**src/rtl/entwurf_integrierter_schaltungen_hadner.sv**
```systemverilog
// PWM pulse-width analyzer: measures the high time of ui_in[7] in clock cycles and
// shows LOW / MID / HIGH as 'L' / '-' / 'H' on a 7-segment display with a valid flag.
//
// state    | meaning
// RES_NONE | no pulse measured since reset, display blank, valid low
// RES_LOW  | last pulse shorter than LOW_COUNTER_VALUE
// RES_MID  | last pulse within [LOW_COUNTER_VALUE, HIGH_COUNTER_VALUE]
// RES_HIGH | last pulse longer than HIGH_COUNTER_VALUE (includes saturated pulses)
module entwurf_integrierter_schaltungen_hadner #(
    parameter int MAX_COUNTER_VALUE  = 2000,
    parameter int HIGH_COUNTER_VALUE = 1900,
    parameter int LOW_COUNTER_VALUE  = 1100
) (
    input  logic       clk,
    input  logic       rst_n,
    input  logic       ena,
    input  logic [7:0] ui_in,
    output logic [7:0] uo_out,
    input  logic [7:0] uio_in,
    output logic [7:0] uio_out,
    output logic [7:0] uio_oe
);
    localparam int CW = $clog2(MAX_COUNTER_VALUE + 1);
    localparam logic [CW-1:0] C_MAX  = CW'(MAX_COUNTER_VALUE);
    localparam logic [CW-1:0] C_HIGH = CW'(HIGH_COUNTER_VALUE);
    localparam logic [CW-1:0] C_LOW  = CW'(LOW_COUNTER_VALUE);

    localparam logic [6:0] SEG_BLANK = 7'h00;
    localparam logic [6:0] SEG_L     = 7'h38;
    localparam logic [6:0] SEG_DASH  = 7'h40;
    localparam logic [6:0] SEG_H     = 7'h76;

    typedef enum logic [1:0] {
        RES_NONE,
        RES_LOW,
        RES_MID,
        RES_HIGH
    } res_t;

    logic [2:0]    r_sync;
    logic          w_s;
    logic          w_s_d;
    logic          w_rise;
    logic          w_fall;
    logic [CW-1:0] r_count;
    logic [CW-1:0] w_count_nxt;
    res_t          r_res;
    res_t          w_res_nxt;
    logic [7:0]    r_out;
    logic [7:0]    w_out_nxt;
    logic          w_unused;

    assign w_unused = &{1'b0, ena, uio_in, ui_in[6:0]};

    // r_sync[1] is the synchronized input s, r_sync[2] its one-cycle delay s_d
    always_ff @(posedge clk or negedge rst_n) begin
        if (!rst_n) begin
            r_sync <= 3'b000;
        end else begin
            r_sync <= {r_sync[1:0], ui_in[7]};
        end
    end

    assign w_s    = r_sync[1];
    assign w_s_d  = r_sync[2];
    assign w_rise = w_s & ~w_s_d;
    assign w_fall = ~w_s & w_s_d;

    always_comb begin
        w_count_nxt = r_count;
        if (w_rise) begin
            w_count_nxt = CW'(1);
        end else if (w_s && (r_count < C_MAX)) begin
            w_count_nxt = r_count + 1'b1;
        end
    end

    always_ff @(posedge clk or negedge rst_n) begin
        if (!rst_n) begin
            r_count <= '0;
        end else begin
            r_count <= w_count_nxt;
        end
    end

    // Result only moves on a fall; it never returns to RES_NONE outside reset,
    // which keeps the valid flag sticky.
    always_comb begin
        w_res_nxt = r_res;
        if (w_fall) begin
            if (r_count > C_HIGH) begin
                w_res_nxt = RES_HIGH;
            end else if (r_count < C_LOW) begin
                w_res_nxt = RES_LOW;
            end else begin
                w_res_nxt = RES_MID;
            end
        end
    end

    always_ff @(posedge clk or negedge rst_n) begin
        if (!rst_n) begin
            r_res <= RES_NONE;
        end else begin
            r_res <= w_res_nxt;
        end
    end

    always_comb begin
        w_out_nxt = {1'b0, SEG_BLANK};
        case (w_res_nxt)
            RES_LOW:  w_out_nxt = {1'b1, SEG_L};
            RES_MID:  w_out_nxt = {1'b1, SEG_DASH};
            RES_HIGH: w_out_nxt = {1'b1, SEG_H};
            default:  w_out_nxt = {1'b0, SEG_BLANK};
        endcase
    end

    // Display is registered alongside the result so uo_out comes straight from flops.
    always_ff @(posedge clk or negedge rst_n) begin
        if (!rst_n) begin
            r_out <= 8'h00;
        end else begin
            r_out <= w_out_nxt;
        end
    end

    assign uo_out  = r_out;
    assign uio_out = 8'h00;
    assign uio_oe  = 8'h00;

endmodule

```
**config.mk**
```make
export PLATFORM = sky130hd
export DESIGN_NAME = entwurf_integrierter_schaltungen_hadner
export DESIGN_NICKNAME = d
export VERILOG_FILES = /design/src/rtl/entwurf_integrierter_schaltungen_hadner.sv
export SDC_FILE = /design/constraint.sdc
export NUM_CORES = 1
export LEC_CHECK = 0
export BUFFER_PORTS_ARGS = -buffer_cell sky130_fd_sc_hd__buf_4
export CORE_ASPECT_RATIO = 0.8
export CORE_MARGIN = 1.5
export CORE_UTILIZATION = 43
export CTS_CLUSTER_DIAMETER = 80
export DETAILED_ROUTE_END_ITERATION = 10
export PLACE_DENSITY = 0.72
export SLEW_MARGIN = 15
export SYNTH_ARGS = -nofsm -noshare
export SYNTH_HDL_FRONTEND = slang
export SYNTH_SLANG_ARGS = --single-unit
```
**constraint.sdc**
```tcl
create_clock -name clk -period 1.8 [get_ports clk]
set_input_delay 0.09 -clock clk [delete_from_list [all_inputs] [get_ports clk]]
set_output_delay 0.09 -clock clk [all_outputs]
set_load 0.005 [all_outputs]
```
==> results of run 1 <==
registers in the layout, summed over array words and instances, names as in the netlist:
signal / cells
r_count: 11
r_res: 1
uo_out: 5
r_sync: 3
area by class of cell:
class                      count  area [sq um]  area share (%)
timing repair buffer          11          87.6            7.54
sequential                    20           500            43.1
tap                           36          45.0            3.88
clock buffer                   3          22.5            1.94
inverter                       2          7.51           0.646
multi-input combinational     84           499            42.9
cell families after synthesis:
| logic type | count (synthesis) |
|---|---|
| AND/OR/NAND/NOR | 36 |
| XOR/XNOR | 4 |
| flip-flops | 20 |
| other | 1 |
| AO/OA/AOI/OAI | 26 |
| buffers and inverters | 24 |
| adder cells (fa/ha/maj) | 1 |
worst min path at each step:
stage	end	slack, ns	cells past startpoint	from
after floorplan	r_count[0]	-0.21	0	rst_n
after global placement	r_count[3]	-0.02	1	rst_n
after detailed placement	uo_out[3]	-0.02	1	rst_n
after CTS	r_count[9]	0.20	2	rst_n
after global routing	r_count[4]	0.20	2	rst_n
final	r_count[3]	0.19	2	rst_n
metal layers:
metal | wire length (microns) | part of all wire [%] | vias up | GRT usage, %
met3 | 97 | 5.0 | 0 | 5.61
met1 | 927 | 48 | 390 | 19.8
met2 | 898 | 47 | 23 | 20.7
li1 | - | - | 379 | -
met4 | 0 | 0 | 0 | 1.11
met5 | 0 | 0 | - | 0
cell usage in the layout (no fill, tap or decap), types with 3 or more instances in the layout:
cell / instances
dfrtp_1: 20
conb_1: 17
o31ai_1: 3
o21ai_0: 5
buf_4: 9
nand3_1: 4
and3_1: 3
clkbuf_4: 3
nand2b_1: 4
nand4_1: 3
nand2_1: 4
a21oi_1: 8
nor2_1: 5
stage by stage:
step / setup WS (ns) / area, sq um / total power [mW]
2_1_floorplan: 0.275 / 1170 / 0.590
3_3_place_gp: 0.209 / 1120 / 0.587
3_5_place_dp: 0.173 / 1120 / 0.591
4_1_cts: 0.149 / 1160 / 0.800
5_1_grt: 0.0429 / 1160 / 0.839
6_report: 0.160 / 1160 / 0.795
where the power goes:
part	leakage, nW	internal [mW]	switching (mW)
sequential	0.247	0.472	0.0389
clock	0.0138	0.0781	0.129
combinational	0.238	0.0311	0.0460
total	0.499	0.581	0.214
timing repair:
action	CTS	global route
setup buffers	0	0
hold buffers	2	0
hold endpoints to repair	21	0
==> results.cfg, run 1 <==
[sta]
period_share_pct = 91.1
max_freq_ghz = 0.610
setup_viol = 0
slew_viol_final = 0
holdWs_ns = 0.191
setup-tns-final_ns = 0
grt_setup_unrepaired = no
layout_min_cycle_time_ns = 1.64
fin_skew_ns = 0.00421
finalHoldViolations = 0

[synthesis]
synth-simple-area-share_pct = 18.8
syn_avg_cell_area_sq_um = 9.93
async_flop_share_pct = 100
synth_commonest_cells = buf_4 (20), dfrtp_1 (20), a21oi_1 (8)
synth-compound-area-share_pct = 16.1
synth_ff_type = dfrtp_1
synth_top_family_by_area = simple AND/OR/NAND/NOR gates
yosys_warnings = 0
syn_area_sq_um = 1110
ys_seq_area_share_pct = 45.0
synth_xor_xnor_area_share_pct = 3.15
synthDominantCellAreaShare_pct = 45.0
synth_fa_ha_area_share_pct = 1.12
ys_ff_latch = 20
ys_types = 36
yosysTopAreaCell = dfrtp_1
synth_edf_count = 0
syn_inst = 112
yosys-mux-area-fraction_pct = 0
yosys-top-cells-area = dfrtp_1 (45%), buf_4 (13%), a21oi_1 (3.6%)

[clock_network]
cts_buffers = 3
cts.sinks = 20
cts.repair.resized = 0
htree_levels = 1
clk_pin_slew_ns = 0.10
worstSkewPairLatency_ns = 0.30
cts_tree = built
clockBufferDepth = 2
root_buffer = clkbuf_4

[detailed_routing]
drtAntennaViolNets = 0
drt_iter0_drc = 29
drc = 0
routed_wl_mm = 1.92
wl_per_cell_microns = 12.3
vias = 792
drt-vias-per-instance = 5.08
first_pass_iters = 4

[worst_setup_path]
crit_path_end_kind = flop
ff2ff_path_depth = 4
crit_arrival_ns = 1.87
cpMaxStageDelayCell = or4_1
crit_type = reg -> reg
path_max_fanout = 11
reg2reg_slack_ns = 0.16
startpoint_type = flop
slowest_delay_ns = 0.53
crit_chain = o21ai_4 > o21ai_2 > or4_1 > a21oi_1
r2r_end = r_count[9]
cp.required_ns = 2.03
crit_cells = 4
path_buf_inv = 0
r2r_start = r_count[5]
path_delay_family = compound AO/OA/AOI/OAI gates
cp-startpoint = r_count[5]
crit_path_end = r_count[9]

[layout]
final_core_util_pct = 47.6
antenna_cells = 0
fin_nets = 142
final_cells = 156
area.growth.synth_to_final_pct = 4.50
nFillCells = 247
drive_above_1_share_pct = 15.0

[global_route]
grt_max_degree = 21
grt_pass1_vias = 665
antenna_found_initial = 0
gr-total-overflow = 0
groute.usage.overall_pct = 13.9
grt_pass1_wl_mm = 3.07

[placement]
place_inst = 151
dp_hpwl_mm = 1.34
port_buffers = 9
place.gp.congestion = 0.851

[floorplanning]
die_x_microns = 59.9
die_area_sq_um = 2900
fp-row-count = 16
initial_core_util_pct = 45.5
design.core.area_sq_um = 2440
die_h_microns = 48.5
num_io_pins = 43

[worst_hold_path]
holdCritPathClass = in -> async

[job]
cap_violations = 0

[power_and_ir_drop]
ir_drop_v = 0.000332
leakage_nw = 0.499
power_density_nw_per_um2 = 684

[outcome]
status = completed
Power figures use the tool's default switching activity.
==> run 2, diff against run 1 <==
Settings changed: CORE_MARGIN 1.5 to unset.
==> run 2 against run 1 <==
Combinational power is 0.9% lower. First-iteration DRC count shrank 55%. Critical path depth unchanged. Core utilization increased by 0.31 points. Cell count up 0.64%. Sequential share of layout area down 0.28 points. Clock skew fell by 0.0011 ns. Clock power about the same. Die area down 3.7%. Count of clock-buffer cells in the layout is the same.
==> results.cfg, run 2 (same netlist as run 1, synthesis figures left out) <==
[outcome]
status = completed

[sta]
fin_skew_ns = 0.00314
layout_min_cycle_time_ns = 1.61
max_freq_ghz = 0.621
grt_setup_unrepaired = no
setup-tns-final_ns = 0
finalHoldViolations = 0
period_share_pct = 89.5
final.setup.worst_slack_ns = 0.189
slew_viol_final = 0
setup_viol = 0

[detailed_routing]
drt_iter0_drc = 13
drc = 0
vias = 784
wl_per_cell_microns = 11.8
routed_wl_mm = 1.86
first_pass_iters = 4
drt-vias-per-instance = 4.99
drtAntennaViolNets = 0

[worst_setup_path]
ff2ff_path_depth = 4
crit_type = reg -> reg
crit_arrival_ns = 1.84
crit_path_end_kind = flop
crit_chain = nand4_1 > o21ai_2 > or4_1 > a21oi_1
path_max_fanout = 11
slowest_delay_ns = 0.52
cp.required_ns = 2.03
startpoint_type = flop
cpMaxStageDelayCell = or4_1

[clock_network]
cts.sinks = 20
clockBufferDepth = 2
worstSkewPairLatency_ns = 0.30
root_buffer = clkbuf_4
htree_levels = 1
cts_buffers = 3
clk_pin_slew_ns = 0.11
cts_tree = built

[global_route]
grt.busiest_layer = met2
met3_usage_pct = 5.68
grt_util_met1_pct = 20.5
grt_pass1_wl_mm = 2.96
grt_max_degree = 21
gr-total-overflow = 0
grt_pass1_vias = 615
use_met2_pct = 22.3
antenna_found_initial = 0
groute.usage.overall_pct = 14.8

[layout]
area.growth.synth_to_final_pct = 5.17
fin_nets = 143
nFillCells = 244
final_core_util_pct = 47.9
regMostFlops = r_count
drive_above_1_share_pct = 15.7
antenna_cells = 0
final_cell_mix = dfrtp_1 (20), conb_1 (17), buf_4 (10)
layout_commonest_cell = dfrtp_1
largest_reg_flops = 11

[power_and_ir_drop]
power_density_nw_per_um2 = 680
leakage_nw = 0.505
ir_drop_v = 0.000426

[placement]
dp_hpwl_mm = 1.34
port_buffers = 9
dp_worst_setup_slack_ns = 0.215
place.gp.congestion = 0.816

[worst_hold_path]
holdCritPathClass = in -> async

[floorplanning]
die_area_sq_um = 2800
die_h_microns = 47.5
initial_core_util_pct = 45.5
design.core.area_sq_um = 2440
fp-row-count = 16
num_io_pins = 43
die_x_microns = 58.9

[job]
cap_violations = 0
[run 2: changes by cell type in the layout (fill, tap and decap cells not counted)]
cell,delta
buf_4,+1
[run 2: what timing repair did]
action | in CTS | in global routing
buffers inserted | 0 | 0
gates resized for setup | 0 | 0
hold buffers | 2 | 0
setup endpoints to repair | 0 | 0
hold endpoints to repair | 21 | 0
[run 2: final timing paths]
check / slack (ns) / startpoint / endpoint
worst min-delay path: 0.20 / rst_n / r_count[4]
worst max register to register: 0.19 / r_count[7] / r_count[9]
worst max-delay path: 0.19 / r_count[7] / r_count[9]
worst min register to register: 0.36 / r_sync[0] / r_sync[1]
min in group clk: 0.36 / r_sync[0] / r_sync[1]
max in group asynchronous: 1.40 / rst_n / r_count[7]
[run 2: routing by layer]
layer	vias up	part of all wire, %
met4	0	0
met3	0	4.3
li1	384	-
met1	381	50
met5	-	0
met2	19	45
[run 2: final cells by class]
class / instances / area [sq um] / area share [%]
Timing Repair Buffer: 12 / 95.1 / 8.13
Inverter: 2 / 7.51 / 0.642
Clock buffer: 3 / 22.5 / 1.93
Multi-Input combinational cell: 84 / 499 / 42.7
Tap cell: 36 / 45.0 / 3.85
Sequential cell: 20 / 500 / 42.8
[run 2: through the flow]
step | power [mW] | hold slack (ns) | cell area, sq um | std cells
after floorplan | 0.590 | -0.206 | 1170 | 128
final | 0.795 | 0.198 | 1170 | 157
after CTS | 0.803 | 0.202 | 1170 | 157
after global routing | 0.837 | 0.217 | 1170 | 157
after global placement | 0.587 | -0.0195 | 1130 | 152
after detailed placement | 0.591 | -0.0112 | 1130 | 152
[run 2: worst max-delay path, delay by kind of cell, from the launching register on]
kind	cells	cell delay [ns]
AOI/OAI and AO/OA	2	0.32
and+or+nand+nor	2	0.76
DFF	1	0.47
[run 2: report_power, final]
part / switching (mW) / total (mW) / internal, mW
Clock: 0.131 / 0.209 / 0.0781
Combinational: 0.0453 / 0.0764 / 0.0311
Sequential: 0.0370 / 0.509 / 0.472
==> run 3, diff against run 2 <==
Settings changed: CORE_MARGIN set to 5, PLACE_DENSITY 0.72 to 0.75.
Clock period 1.8 ns to 1.45 ns, I/O delays scaled along.
==> run 3 against run 2 <==
Sequential share of layout area decreased by 6.4 points. Core utilization is 8.0 points higher. Final area increased by 18%. Fmax rose by 12%. Largest cell class is now multi-input gates. Hold slack got worse by 0.033 ns. Cell count grew 13%. Sequential cell count unchanged. Power up 58%. Sequential power is 22% higher. Critical path type unchanged.
==> results.cfg, run 3 (same netlist as run 1, synthesis figures left out) <==
[clock_network]
cts.sinks = 20
htree_levels = 1
clockBufferDepth = 2
clk_pin_slew_ns = 0.11
cts_buffers = 3
cts_tree = built
worstSkewPairLatency_ns = 0.30
root_buffer = clkbuf_4

[global_route]
antenna_found_initial = 0
gr-total-overflow = 0
grt_max_degree = 21
grt_pass1_wl_mm = 3.82
groute.usage.overall_pct = 13.2
grt_pass1_vias = 868

[sta]
max_freq_ghz = 0.696
finalHoldViolations = 0
setup_viol = 0
grt_setup_unrepaired = yes
period_share_pct = 99.1
fin_skew_ns = 0.00814
layout_min_cycle_time_ns = 1.44
final.setup.worst_slack_ns = 0.0136
slew_viol_final = 0

[floorplanning]
design.core.area_sq_um = 2460
die_area_sq_um = 3710
initial_core_util_pct = 45.2
die_x_microns = 66.9
fp-row-count = 16
die_h_microns = 55.5
num_io_pins = 43

[worst_setup_path]
r2r_end = r_count[9]
crit_arrival_ns = 1.68
path_delay_family = simple AND/OR/NAND/NOR gates
reg2reg_slack_ns = 0.01
cp.required_ns = 1.69
crit_chain = nand4_1 > o21ai_4 > or4_1 > a21oi_1
path_buf_inv = 0
path_max_fanout = 8
slowest_delay_ns = 0.51
r2r_start = r_count[8]
ff2ff_path_depth = 4
crit_path_end_kind = flop
cp-startpoint = r_count[8]
crit_type = reg -> reg
cpMaxStageDelayCell = or4_1
startpoint_type = flop

[detailed_routing]
wl_per_cell_microns = 13.4
first_pass_iters = 4
routed_wl_mm = 2.38
drt_iter0_drc = 36
drc = 0
drt-vias-per-instance = 5.02
drtAntennaViolNets = 0
vias = 888

[power_and_ir_drop]
power_density_nw_per_um2 = 912
ir_drop_v = 0.000864
p_total_mw = 1.26
leakage_nw = 0.613

[layout]
layout_commonest_cell = buf_4
final_cells = 177
area.growth.synth_to_final_pct = 23.8
drive_above_1_share_pct = 31.9
largest_reg_flops = 11
regMostFlops = r_count
antenna_cells = 0
fin_nets = 162
final_cell_mix = buf_4 (29), dfrtp_1 (19), conb_1 (17)
nFillCells = 227
final_core_util_pct = 55.9

[placement]
dp_worst_setup_slack_ns = -0.0116
port_buffers = 9
dp_hpwl_mm = 1.74
place_inst = 168
place.gp.congestion = 0.845

[job]
cap_violations = 0

[worst_hold_path]
holdCritPathClass = in -> async

[outcome]
status = completed
## run 3: stage by stage
step | hold slack (ns) | instance area (sq um) | setup TNS [ns]
after floorplan | -0.223 | 1170 | -0.00905
after global placement | -0.0387 | 1250 | 0
after detailed placement | -0.0348 | 1250 | -0.0116
after CTS | 0.165 | 1340 | 0
after global routing | 0.165 | 1380 | -0.126
final | 0.165 | 1380 | 0
## run 3: worst max-delay path by stage
| stage | end | slack (ns) | cells past startpoint |
|---|---|---|---|
| after floorplan | r_count[7] | -0.009 | 5 |
| after global placement | r_count[9] | 0.04 | 4 |
| after detailed placement | r_count[6] | -0.01 | 4 |
| after CTS | r_count[9] | 0.004 | 4 |
| after global routing | r_count[9] | -0.04 | 4 |
| final | r_count[9] | 0.01 | 4 |
## run 3: where the power goes
| group | internal [mW] | switching [mW] | total (mW) | leakage (nW) |
|---|---|---|---|---|
| clock | 0.280 | 0.169 | 0.449 | 0.0279 |
| combinational | 0.0931 | 0.0957 | 0.189 | 0.340 |
| sequential | 0.586 | 0.0324 | 0.619 | 0.245 |
| total | 0.959 | 0.297 | 1.26 | 0.613 |
## run 3: cell type report
cell class	count	area (sq um)	area share (%)
sequential	20	502	36.4
multi-input combinational	84	533	38.7
clock inverter	1	30.0	2.18
inverter	2	7.51	0.545
clock buffer	3	22.5	1.63
tap	36	45.0	3.27
timing repair buffer	31	238	17.3
## run 3: timing repair
action,4_1_cts,5_1_grt
hold endpoints to repair,21,0
hold buffers,2,0
setup buffers,3,0
resized for setup,0,7
endpoints found under the setup margin,1,5
pin swaps,0,2
## run 3: per-layer routing
metal / track usage (%) / routed length, microns
met3: 3.85 / 116
met5: 0 / 0
met4: 4.91 / 21
met1: 17.6 / 1140
met2: 20.1 / 1100
